File: src/rtl/gpa_fhdo_seq_pkg.sv
// Shared types and defaults for the gpa_fhdo_iface playback sequencer.
package gpa_fhdo_seq_pkg;
  localparam int DEF_ADDR_W       = 13;
  localparam int DEF_CH_W         = 24;
  localparam int DEF_INTERVAL_W   = 16;
  localparam int DEF_MIN_INTERVAL = 64;
  localparam int DEF_HOST_GUARD   = 40;

  localparam int NUM_CH = 4;
  localparam int CH_X   = 0;
  localparam int CH_Y   = 1;
  localparam int CH_Z   = 2;
  localparam int CH_Z2  = 3;

  // cycles after a strobe before another may follow (busy_i can lag valid_o by one)
  localparam int GUARD_CYC = 2;

  typedef enum logic [2:0] {
    S_IDLE,
    S_FETCH,
    S_CAPT,
    S_WAIT,
    S_ISSUE,
    S_HOST
  } state_t;
endpackage

File: src/rtl/gpa_fhdo_seq_timer.sv
// Sample-interval timer: loads clamp(interval)-1, counts down and saturates at 0.
module gpa_fhdo_seq_timer #(
  parameter int W   = 16,
  parameter int MIN = 64
) (
  input  logic         clk,
  input  logic         rst,
  input  logic         i_clr,
  input  logic         i_load,
  input  logic [W-1:0] i_val,
  output logic [W-1:0] o_cnt,
  output logic         o_zero
);
  logic [W-1:0] r_cnt;
  logic [W-1:0] w_ival;

  assign w_ival = (i_val < W'(MIN)) ? W'(MIN) : i_val;

  always_ff @(posedge clk) begin
    if (rst || i_clr)       r_cnt <= '0;
    else if (i_load)        r_cnt <= w_ival - W'(1);
    else if (r_cnt != '0)   r_cnt <= r_cnt - W'(1);
  end

  assign o_cnt  = r_cnt;
  assign o_zero = (r_cnt == '0);
endmodule

File: src/rtl/gpa_fhdo_seq.sv
// Playback sequencer: BRAM -> hold regs -> timed 1-cycle strobe to gpa_fhdo_iface.
// Define GPA_FHDO_SEQ_HOST_WR_EN to build the host single-shot write port.
module gpa_fhdo_seq
  import gpa_fhdo_seq_pkg::*;
#(
  parameter int ADDR_W       = DEF_ADDR_W,
  parameter int CH_W         = DEF_CH_W,
  parameter int INTERVAL_W   = DEF_INTERVAL_W,
  parameter int MIN_INTERVAL = DEF_MIN_INTERVAL,
  parameter int HOST_GUARD   = DEF_HOST_GUARD
) (
  input  logic                   clk,
  input  logic                   rst,
  input  logic                   start_i,
  input  logic                   stop_i,
  input  logic [INTERVAL_W-1:0]  interval_i,
  input  logic [ADDR_W-1:0]      start_addr_i,
  input  logic [ADDR_W-1:0]      end_addr_i,
  output logic                   mem_en_o,
  output logic [ADDR_W-1:0]      mem_addr_o,
  input  logic [NUM_CH*CH_W-1:0] mem_data_i,
  output logic [CH_W-1:0]        datax_o,
  output logic [CH_W-1:0]        datay_o,
  output logic [CH_W-1:0]        dataz_o,
  output logic [CH_W-1:0]        dataz2_o,
  output logic                   valid_o,
  input  logic                   busy_i,
  output logic                   running_o,
  output logic                   done_o,
`ifdef GPA_FHDO_SEQ_HOST_WR_EN
  input  logic                   host_req_i,
  input  logic [NUM_CH*CH_W-1:0] host_data_i,
  output logic                   host_ack_o,
`endif
  output logic                   late_o
);
  state_t                   r_state, w_nxt;
  logic [ADDR_W-1:0]        r_addr, r_end;
  logic [INTERVAL_W-1:0]    r_int;
  logic [NUM_CH*CH_W-1:0]   r_hold, r_data, w_out;
  logic                     r_late, r_done;
  logic [1:0]               r_guard;
  logic [INTERVAL_W-1:0]    w_cnt;
  logic                     w_zero, w_go, w_start;

  gpa_fhdo_seq_timer #(.W(INTERVAL_W), .MIN(MIN_INTERVAL)) u_timer (
    .clk    (clk),
    .rst    (rst),
    .i_clr  (w_start),
    .i_load (r_state == S_ISSUE),
    .i_val  (r_int),
    .o_cnt  (w_cnt),
    .o_zero (w_zero)
  );

  // Release WAIT when the timer hits 0 in the ISSUE cycle itself, so strobes
  // land exactly one programmed interval apart.
  assign w_go    = (r_state == S_WAIT) && (w_cnt <= INTERVAL_W'(1)) && !busy_i && (r_guard == '0);
  assign w_start = (r_state == S_IDLE) && (w_nxt == S_FETCH);

`ifdef GPA_FHDO_SEQ_HOST_WR_EN
  state_t r_ret;
  logic   w_host_idle, w_host_wait;
  assign w_host_idle = host_req_i && (r_guard == '0);
  assign w_host_wait = host_req_i && (r_guard == '0) && !busy_i &&
                       (w_cnt > INTERVAL_W'(HOST_GUARD));
`endif

  always_comb begin
    w_nxt = r_state;
    case (r_state)
      S_IDLE: begin
        if (start_i) w_nxt = S_FETCH;
`ifdef GPA_FHDO_SEQ_HOST_WR_EN
        else if (w_host_idle) w_nxt = S_HOST;
`endif
      end
      S_FETCH: w_nxt = S_CAPT;
      S_CAPT:  w_nxt = S_WAIT;
      S_WAIT: begin
        if (w_go) w_nxt = S_ISSUE;
`ifdef GPA_FHDO_SEQ_HOST_WR_EN
        else if (w_host_wait) w_nxt = S_HOST;
`endif
      end
      S_ISSUE: w_nxt = (r_addr == r_end) ? S_IDLE : S_FETCH;
`ifdef GPA_FHDO_SEQ_HOST_WR_EN
      S_HOST:  w_nxt = r_ret;
`endif
      default: w_nxt = S_IDLE;
    endcase
    if (stop_i) w_nxt = S_IDLE;
  end

  always_ff @(posedge clk) begin
    if (rst) begin
      r_state <= S_IDLE;
      r_addr  <= '0;
      r_end   <= '0;
      r_int   <= '0;
      r_hold  <= '0;
      r_data  <= '0;
      r_late  <= 1'b0;
      r_done  <= 1'b0;
      r_guard <= '0;
    end else begin
      r_state <= w_nxt;
      r_done  <= (r_state == S_ISSUE) && (r_addr == r_end) && !stop_i;
      if (r_guard != '0) r_guard <= r_guard - 2'd1;
      if (w_start) begin
        r_addr <= start_addr_i;
        r_end  <= end_addr_i;
        r_int  <= interval_i;
        r_late <= 1'b0;
      end
      if (r_state == S_CAPT) r_hold <= mem_data_i;
      if ((r_state == S_WAIT) && w_zero && busy_i) r_late <= 1'b1;
      if (w_nxt == S_ISSUE) r_data <= r_hold;
      if (r_state == S_ISSUE) begin
        r_addr  <= r_addr + ADDR_W'(1);
        r_guard <= 2'(GUARD_CYC);
      end
`ifdef GPA_FHDO_SEQ_HOST_WR_EN
      if (r_state == S_HOST) begin
        r_data  <= host_data_i;
        r_guard <= 2'(GUARD_CYC);
      end
`endif
    end
  end

`ifdef GPA_FHDO_SEQ_HOST_WR_EN
  always_ff @(posedge clk) begin
    if (rst)                  r_ret <= S_IDLE;
    else if (w_nxt == S_HOST) r_ret <= r_state;
  end
  assign host_ack_o = (r_state == S_HOST);
  assign w_out      = (r_state == S_HOST) ? host_data_i : r_data;
  assign valid_o    = (r_state == S_ISSUE) || (r_state == S_HOST);
`else
  assign w_out      = r_data;
  assign valid_o    = (r_state == S_ISSUE);
`endif

  assign mem_en_o   = (r_state == S_FETCH);
  assign mem_addr_o = (r_state == S_FETCH) ? r_addr : '0;
  assign datax_o    = w_out[CH_X*CH_W +: CH_W];
  assign datay_o    = w_out[CH_Y*CH_W +: CH_W];
  assign dataz_o    = w_out[CH_Z*CH_W +: CH_W];
  assign dataz2_o   = w_out[CH_Z2*CH_W +: CH_W];
  assign running_o  = (r_state != S_IDLE);
  assign done_o     = r_done;
  assign late_o     = r_late;
endmodule

File: config.mk
export PLATFORM = sky130hd
export DESIGN_NAME = gpa_fhdo_seq
export DESIGN_NICKNAME = d
export VERILOG_FILES = /design/src/rtl/gpa_fhdo_seq_pkg.sv /design/src/rtl/gpa_fhdo_seq_timer.sv /design/src/rtl/gpa_fhdo_seq.sv
export SDC_FILE = /design/constraint.sdc
export NUM_CORES = 1
export LEC_CHECK = 0
export ABC_CLOCK_PERIOD_IN_PS = 3000
export CAP_MARGIN = 25
export CORE_ASPECT_RATIO = 1.2
export CORE_MARGIN = 2
export CORE_UTILIZATION = 44
export CTS_CLUSTER_DIAMETER = 200
export DETAILED_ROUTE_END_ITERATION = 8
export MAX_ROUTING_LAYER = met4
export PLACE_DENSITY = 0.82
export SKIP_CTS_REPAIR_TIMING = 1
export SYNTH_ARGS = -nofsm -noshare
export SYNTH_HDL_FRONTEND = slang
export SYNTH_SLANG_ARGS = --single-unit
File: constraint.sdc
create_clock -name clk -period 3 [get_ports clk]
set_input_delay 0.9 -clock clk [delete_from_list [all_inputs] [get_ports clk]]
set_output_delay 0.9 -clock clk [all_outputs]
set_load 0.02 [all_outputs]
Yosys cells after proc, flatten, opt, wreduce, memory -nomap -nowiden
Cells that the tools add are included.
{ "totals": {"wordCells": 61, "output_inout_bits": 114, "regBits": 257} }
{ "op_classes": {"n_reduce_logical": 22, "order_cmp": 2, "addsub": 4, "n_eq_ne": 7, "n_mux": 15} }
{ "op_table": {"columns": ["op", "n"], "rows": [
  ["16-bit 2-to-1 mux", 3],
  ["13-bit 2-to-1 mux", 3],
  ["16-bit by 1-bit subtractor with 16-bit output, second input constant", 2],
  ["16-bit by 1-bit less-or-equal comparator with 1-bit output, second input constant", 1],
  ["16-bit logical NOT", 1],
  ["16-bit by 7-bit < comparator with 1-bit output, second input constant", 1],
  ["16-bit nonzero test", 1],
  ["3-bit case mux with 5 select lines", 1],
  ["13-bit by 1-bit adder with 13-bit output, second input constant", 1],
  ["13-bit == test", 1],
  ["2-bit nonzero test", 5],
  ["3-bit 2-to-1 mux", 3],
  ["1-bit logical AND", 8],
  ["3-bit by 1-bit == test with 1-bit output, second input constant", 2],
  ["3-bit by 2-bit == test with 1-bit output, second input constant", 2],
  ["3-bit == test, second input constant", 2],
  ["2-bit 2-to-1 mux", 2],
  ["3-bit logical NOT", 1],
  ["1-bit 2-to-1 mux", 3],
  ["3-bit nonzero test", 1],
  ["1-bit logical NOT", 2],
  ["2-bit logical NOT", 1],
  ["2-bit OR reduction", 1],
  ["2-bit by 1-bit subtractor with 2-bit output, second input constant", 1],
  ["1-bit logical OR", 1]
]} }

Depth between registers and ports, before layout
{ "logic_depth": {"word_depth": 11, "ltp_mapped": 11, "depth_no_buf": 8} }

By module
Synthesis repeated with hierarchy kept, for this count alone.
{ "unflattened": {"cells_unflattened": 1267, "hier_area_um2": 10277.4} }
{ "modules_own_cells": {"columns": ["module", "area_per_inst_um2", "n_inst", "cells_each", "seq_area_each_um2"], "rows": [
  ["gpa_fhdo_seq", 9133.8, 1, 1126, 4824.6],
  ["gpa_fhdo_seq_timer", 1143.6, 1, 141, 320.3]
]} }

Least setup slack after synthesis
No wires, ideal clock.
{ "synth_timing": {"path_kind": "register to register", "from": "register r_int[7]", "to": "register u_timer.r_cnt[14] (netlist: u_timer.o_cnt[14])", "required_time_ns": 2.878, "path_stages_with_launch": 12, "period_less_slack_ns": 2.872, "path_slack_ns": 0.128, "path_buffers": 3, "arrival_time_ns": 2.750, "path_cell_list": "dfxtp_1 > or4_1 > clkbuf_2 > or4_1 > buf_2 > nand2_1 > ha_1 > clkbuf_1 > nand3b_1 > nor3_1 > mux2i_1 > o22ai_1"} }
{ "synth_between": {"elab_chain_cells": 4} }
{ "synth_lines": {"columns": ["element", "line_no", "rtl"], "rows": [
  ["from (decl)", "gpa_fhdo_seq.sv:39", "logic [INTERVAL_W-1:0] r_int;"],
  ["from (signal assigned)", "gpa_fhdo_seq.sv:113", "r_int <= interval_i;"],
  ["16-bit by 7-bit < comparator with 1-bit output", "gpa_fhdo_seq_timer.sv:17", "assign w_ival = (i_val < W'(MIN)) ? W'(MIN) : i_val;"],
  ["16-bit 2-to-1 mux (*)", "gpa_fhdo_seq_timer.sv:17", null],
  ["16-bit by 1-bit subtractor with 16-bit output (*)", "gpa_fhdo_seq_timer.sv:21", "else if (i_load) r_cnt <= w_ival - W'(1);"],
  ["16-bit 2-to-1 mux (*)", "gpa_fhdo_seq_timer.sv:21", null],
  ["to (signal assigned)", "gpa_fhdo_seq_timer.sv:21", null],
  ["to (signal assigned)", "gpa_fhdo_seq_timer.sv:22", "else if (r_cnt != '0) r_cnt <= r_cnt - W'(1);"],
  ["to (decl)", "gpa_fhdo_seq_timer.sv:14", "logic [W-1:0] r_cnt;"]
]} }
Mark *: on every way between the ends. The rest lies on a longest branch, timed or not.
A chain may end at the register's enable or synchronous reset.

Final worst setup path
{ "layout_timing": {"from": "register r_state[0]", "to": "output mem_en_o"} }
{ "layout_between": {"elab_chain_cells": 1} }
{ "layout_lines": {"columns": ["element", "line_no", "rtl"], "rows": [
  ["from (decl)", "gpa_fhdo_seq.sv:37", "state_t r_state, w_nxt;"],
  ["from (signal assigned)", "gpa_fhdo_seq.sv:107", "r_state <= w_nxt;"],
  ["3-bit by 1-bit == test with 1-bit output", "gpa_fhdo_seq.sv:145", "assign mem_en_o = (r_state == S_FETCH);"],
  ["to (decl)", "gpa_fhdo_seq.sv:19", "output logic mem_en_o,"]
]} }
No other way between the ends.

==> flow_summary.json <==
{
  "dp.final_hpwl_mm": 17.8,
  "clkSinkCount": 257,
  "synthCells": 1279,
  "fmax_ghz": 0.347,
  "r2r_cells": 8,
  "cts-root-buf": "clkbuf_16",
  "die_w_microns": 142,
  "cts_tree": "built",
  "htreeDepth": 1,
  "layout.nets": 1643,
  "worstPathRequired_ns": 2.10,
  "fin_crit_ns": 2.88,
  "worst_ir_drop_vdd_uv": 412,
  "die-area_sq_um": 24000,
  "reg2reg_setup_slack_ns": 0.34,
  "finalSetupViolCount": 0,
  "grt_max_degree": 107,
  "firstDrtPassIters": 5,
  "min_to": "r_data[40]$_SDFFE_PP0N_",
  "fin_cells": 1793,
  "area_delta_synth_final_pct": 37.9,
  "rr_endpoint": "u_timer.o_cnt[14]$_SDFFE_PP0P_",
  "gp_congestion": 0.939,
  "drc": 0,
  "synth_nets": 1426,
  "syn_area_sq_um": 10000,
  "finalPower_mw": 8.49,
  "worstSetupPathType": "flip-flop to primary output",
  "cp.arrival_ns": 1.98,
  "postRouteAntennaNets": 0,
  "fillers": 1874,
  "hp-start": "r_data[40]$_SDFFE_PP0N_",
  "yosysWarningCount": 0,
  "clk_latency_ns": 0.52,
  "io_pins": 257,
  "grt_pass1_vias": 9015,
  "cap_violations": 0,
  "die_h_microns": 169,
  "start_util": 0.448,
  "via_per_inst": 5.26,
  "overflow": 0,
  "track_usage": 0.223,
  "start_kind": "flip-flop",
  "end_kind": "primary output",
  "drive_gt1_frac": 0.0575,
  "antenna_found_initial": 0,
  "core_sq_um": 22400,
  "clock-skew-final_ns": 0.0184,
  "clock_path_buffers": 3,
  "vias": 9433,
  "drv_slew": 0,
  "grt_pass1_wl_mm": 43.5,
  "synth_enable_flop_cells": 0,
  "tightestPinTransition_ns": 0.760,
  "ys_ff_latch": 257,
  "max_slew_margin": 0.493,
  "hold_violations": 0,
  "placementRows": 60,
  "clk_pin_slew_ns": 0.06,
  "drt_wl_total_mm": 27.1,
  "dp.cells": 1747,
  "crit_fanout": 15,
  "seq_area_frac_synth": 0.514,
  "wl_per_cell_microns": 15.1,
  "synth-async-reset-ratio": 0,
  "layout_commonest_cell": "nand2_1",
  "power_density_nw_per_um2": 614,
  "synthFlopType": "dfxtp_1",
  "outcome": "finished clean",
  "port_buffers": 256,
  "avgSynthCellArea_sq_um": 7.83,
  "layout_common_cells": "468 x nand2_1, 256 x dfxtp_1, 241 x clkdlybuf4s50_1",
  "final.period_utilization": 0.960,
  "min_path_cells": 2,
  "rsz0062_at_grt": "no",
  "numCtsBuffers": 25,
  "yosysUniqueCellTypes": 54,
  "diodes": 0,
  "leakage_nw": 4.98,
  "hp-class": "flip-flop to flip-flop",
  "reg2reg_from": "r_int[7]$_SDFFE_PP0P_",
  "detailedRoute.firstIterationViolations": 519
}
-- layer usage --
layer / global-route usage / routed length, microns
met1: 0.269 / 11100
met2: 0.383 / 13400
met3: 0.0274 / 1540
met4: 0.0835 / 1010
met5: - / 0
-- sequential cells by signal, summed over array words and instances (netlist names) --
| register | flops |
|---|---|
| r_data | 96 |
| done_o | 1 |
| r_hold | 96 |
| r_int | 16 |
| u_timer.o_cnt | 16 |
| r_end | 13 |
| late_o | 1 |
| r_guard | 2 |
| r_addr | 13 |
| r_state | 3 |
-- worst max-delay path by stage --
stage,from,endpoint,slack [ns],depth (start not counted)
finish,r_state[0]$_SDFF_PP0_,mem_en_o,0.12,3
global route,r_state[0]$_SDFF_PP0_,mem_en_o,0.03,3
CTS,r_state[0]$_SDFF_PP0_,mem_addr_o[9],-0.14,4
detailed placement,start_i,r_addr[0]$_SDFFE_PP0P_,0.005,6
global placement,start_i,r_addr[1]$_SDFFE_PP0P_,0.04,6
floorplan,r_int[7]$_SDFFE_PP0P_,u_timer.o_cnt[14]$_SDFFE_PP0P_,0.13,11
-- area by class of cell --
class | instances | area [sq um] | share of cell area
Sequential cell | 257 | 5150 | 0.373
Multi-Input combinational cell | 924 | 4490 | 0.325
Timing Repair Buffer | 283 | 2900 | 0.210
Clock buffer | 35 | 713 | 0.0516
Tap cell | 279 | 349 | 0.0253
Clock inverter | 10 | 200 | 0.0145
Inverter | 5 | 18.8 | 0.00136
-- logic make-up after synthesis --
group	after synthesis	share of synthesized area
simple gates	595	0.251
compound gates	289	0.156
flops	257	0.514
buf+inv	98	0.0417
mux	4	0.00425
fa+ha+maj	4	0.00500
xor+xnor	32	0.0280
-- cells in the mapped netlist, types with 3 or more instances --
library cell / count / share of area
buf_6: 5 / 0.0056
nor3_1: 20 / 0.010
clkbuf_1: 78 / 0.029
o22ai_1: 5 / 0.0031
or4_1: 5 / 0.0037
nor4_1: 9 / 0.0056
ha_1: 4 / 0.0050
xnor2_1: 19 / 0.017
a31oi_1: 6 / 0.0037
a221oi_1: 3 / 0.0026
a311oi_1: 3 / 0.0026
o31ai_1: 3 / 0.0022
o21ai_0: 13 / 0.0065
a21oi_1: 236 / 0.12
nor2b_1: 3 / 0.0019
xor2_1: 13 / 0.011
nand4_1: 7 / 0.0044
nor3b_1: 4 / 0.0030
nand2_1: 468 / 0.18
nand3_1: 12 / 0.0060
inv_1: 5 / 0.0019
nor2_1: 28 / 0.010
and4_1: 3 / 0.0026
and2_1: 14 / 0.0087
a211oi_1: 8 / 0.0060
dfxtp_1: 257 / 0.51
or3_1: 4 / 0.0025
buf_2: 9 / 0.0045
-- power breakdown --
group / total (mW) / internal, mW / leakage (nW) / switching (mW)
clock: 3.45 / 2.17 / 0.450 / 1.29
combinational: 1.34 / 0.649 / 2.45 / 0.691
sequential: 3.69 / 3.54 / 2.08 / 0.154
-- worst max-delay path, stage by stage (launching register included) --
cell	delay [ns]
dfxtp_2	0.42
nor3b_1	0.21
buf_4	0.21
clkdlybuf4s50_1	0.62
-- through the flow --
stage	hold slack (ns)	util	cell area (sq um)	TNS, ns	setup slack (ns)
finish	0.446	0.617	13800	0	0.120
global route	0.462	0.617	13800	0	0.0255
CTS	0.452	0.615	13700	-1.74	-0.141
detailed placement	0.442	0.574	12800	0	0.00514
global placement	0.436	0.574	12800	0	0.0407
floorplan	0.425	-	10000	0	0.128
(Power assumes the default switching activity.)
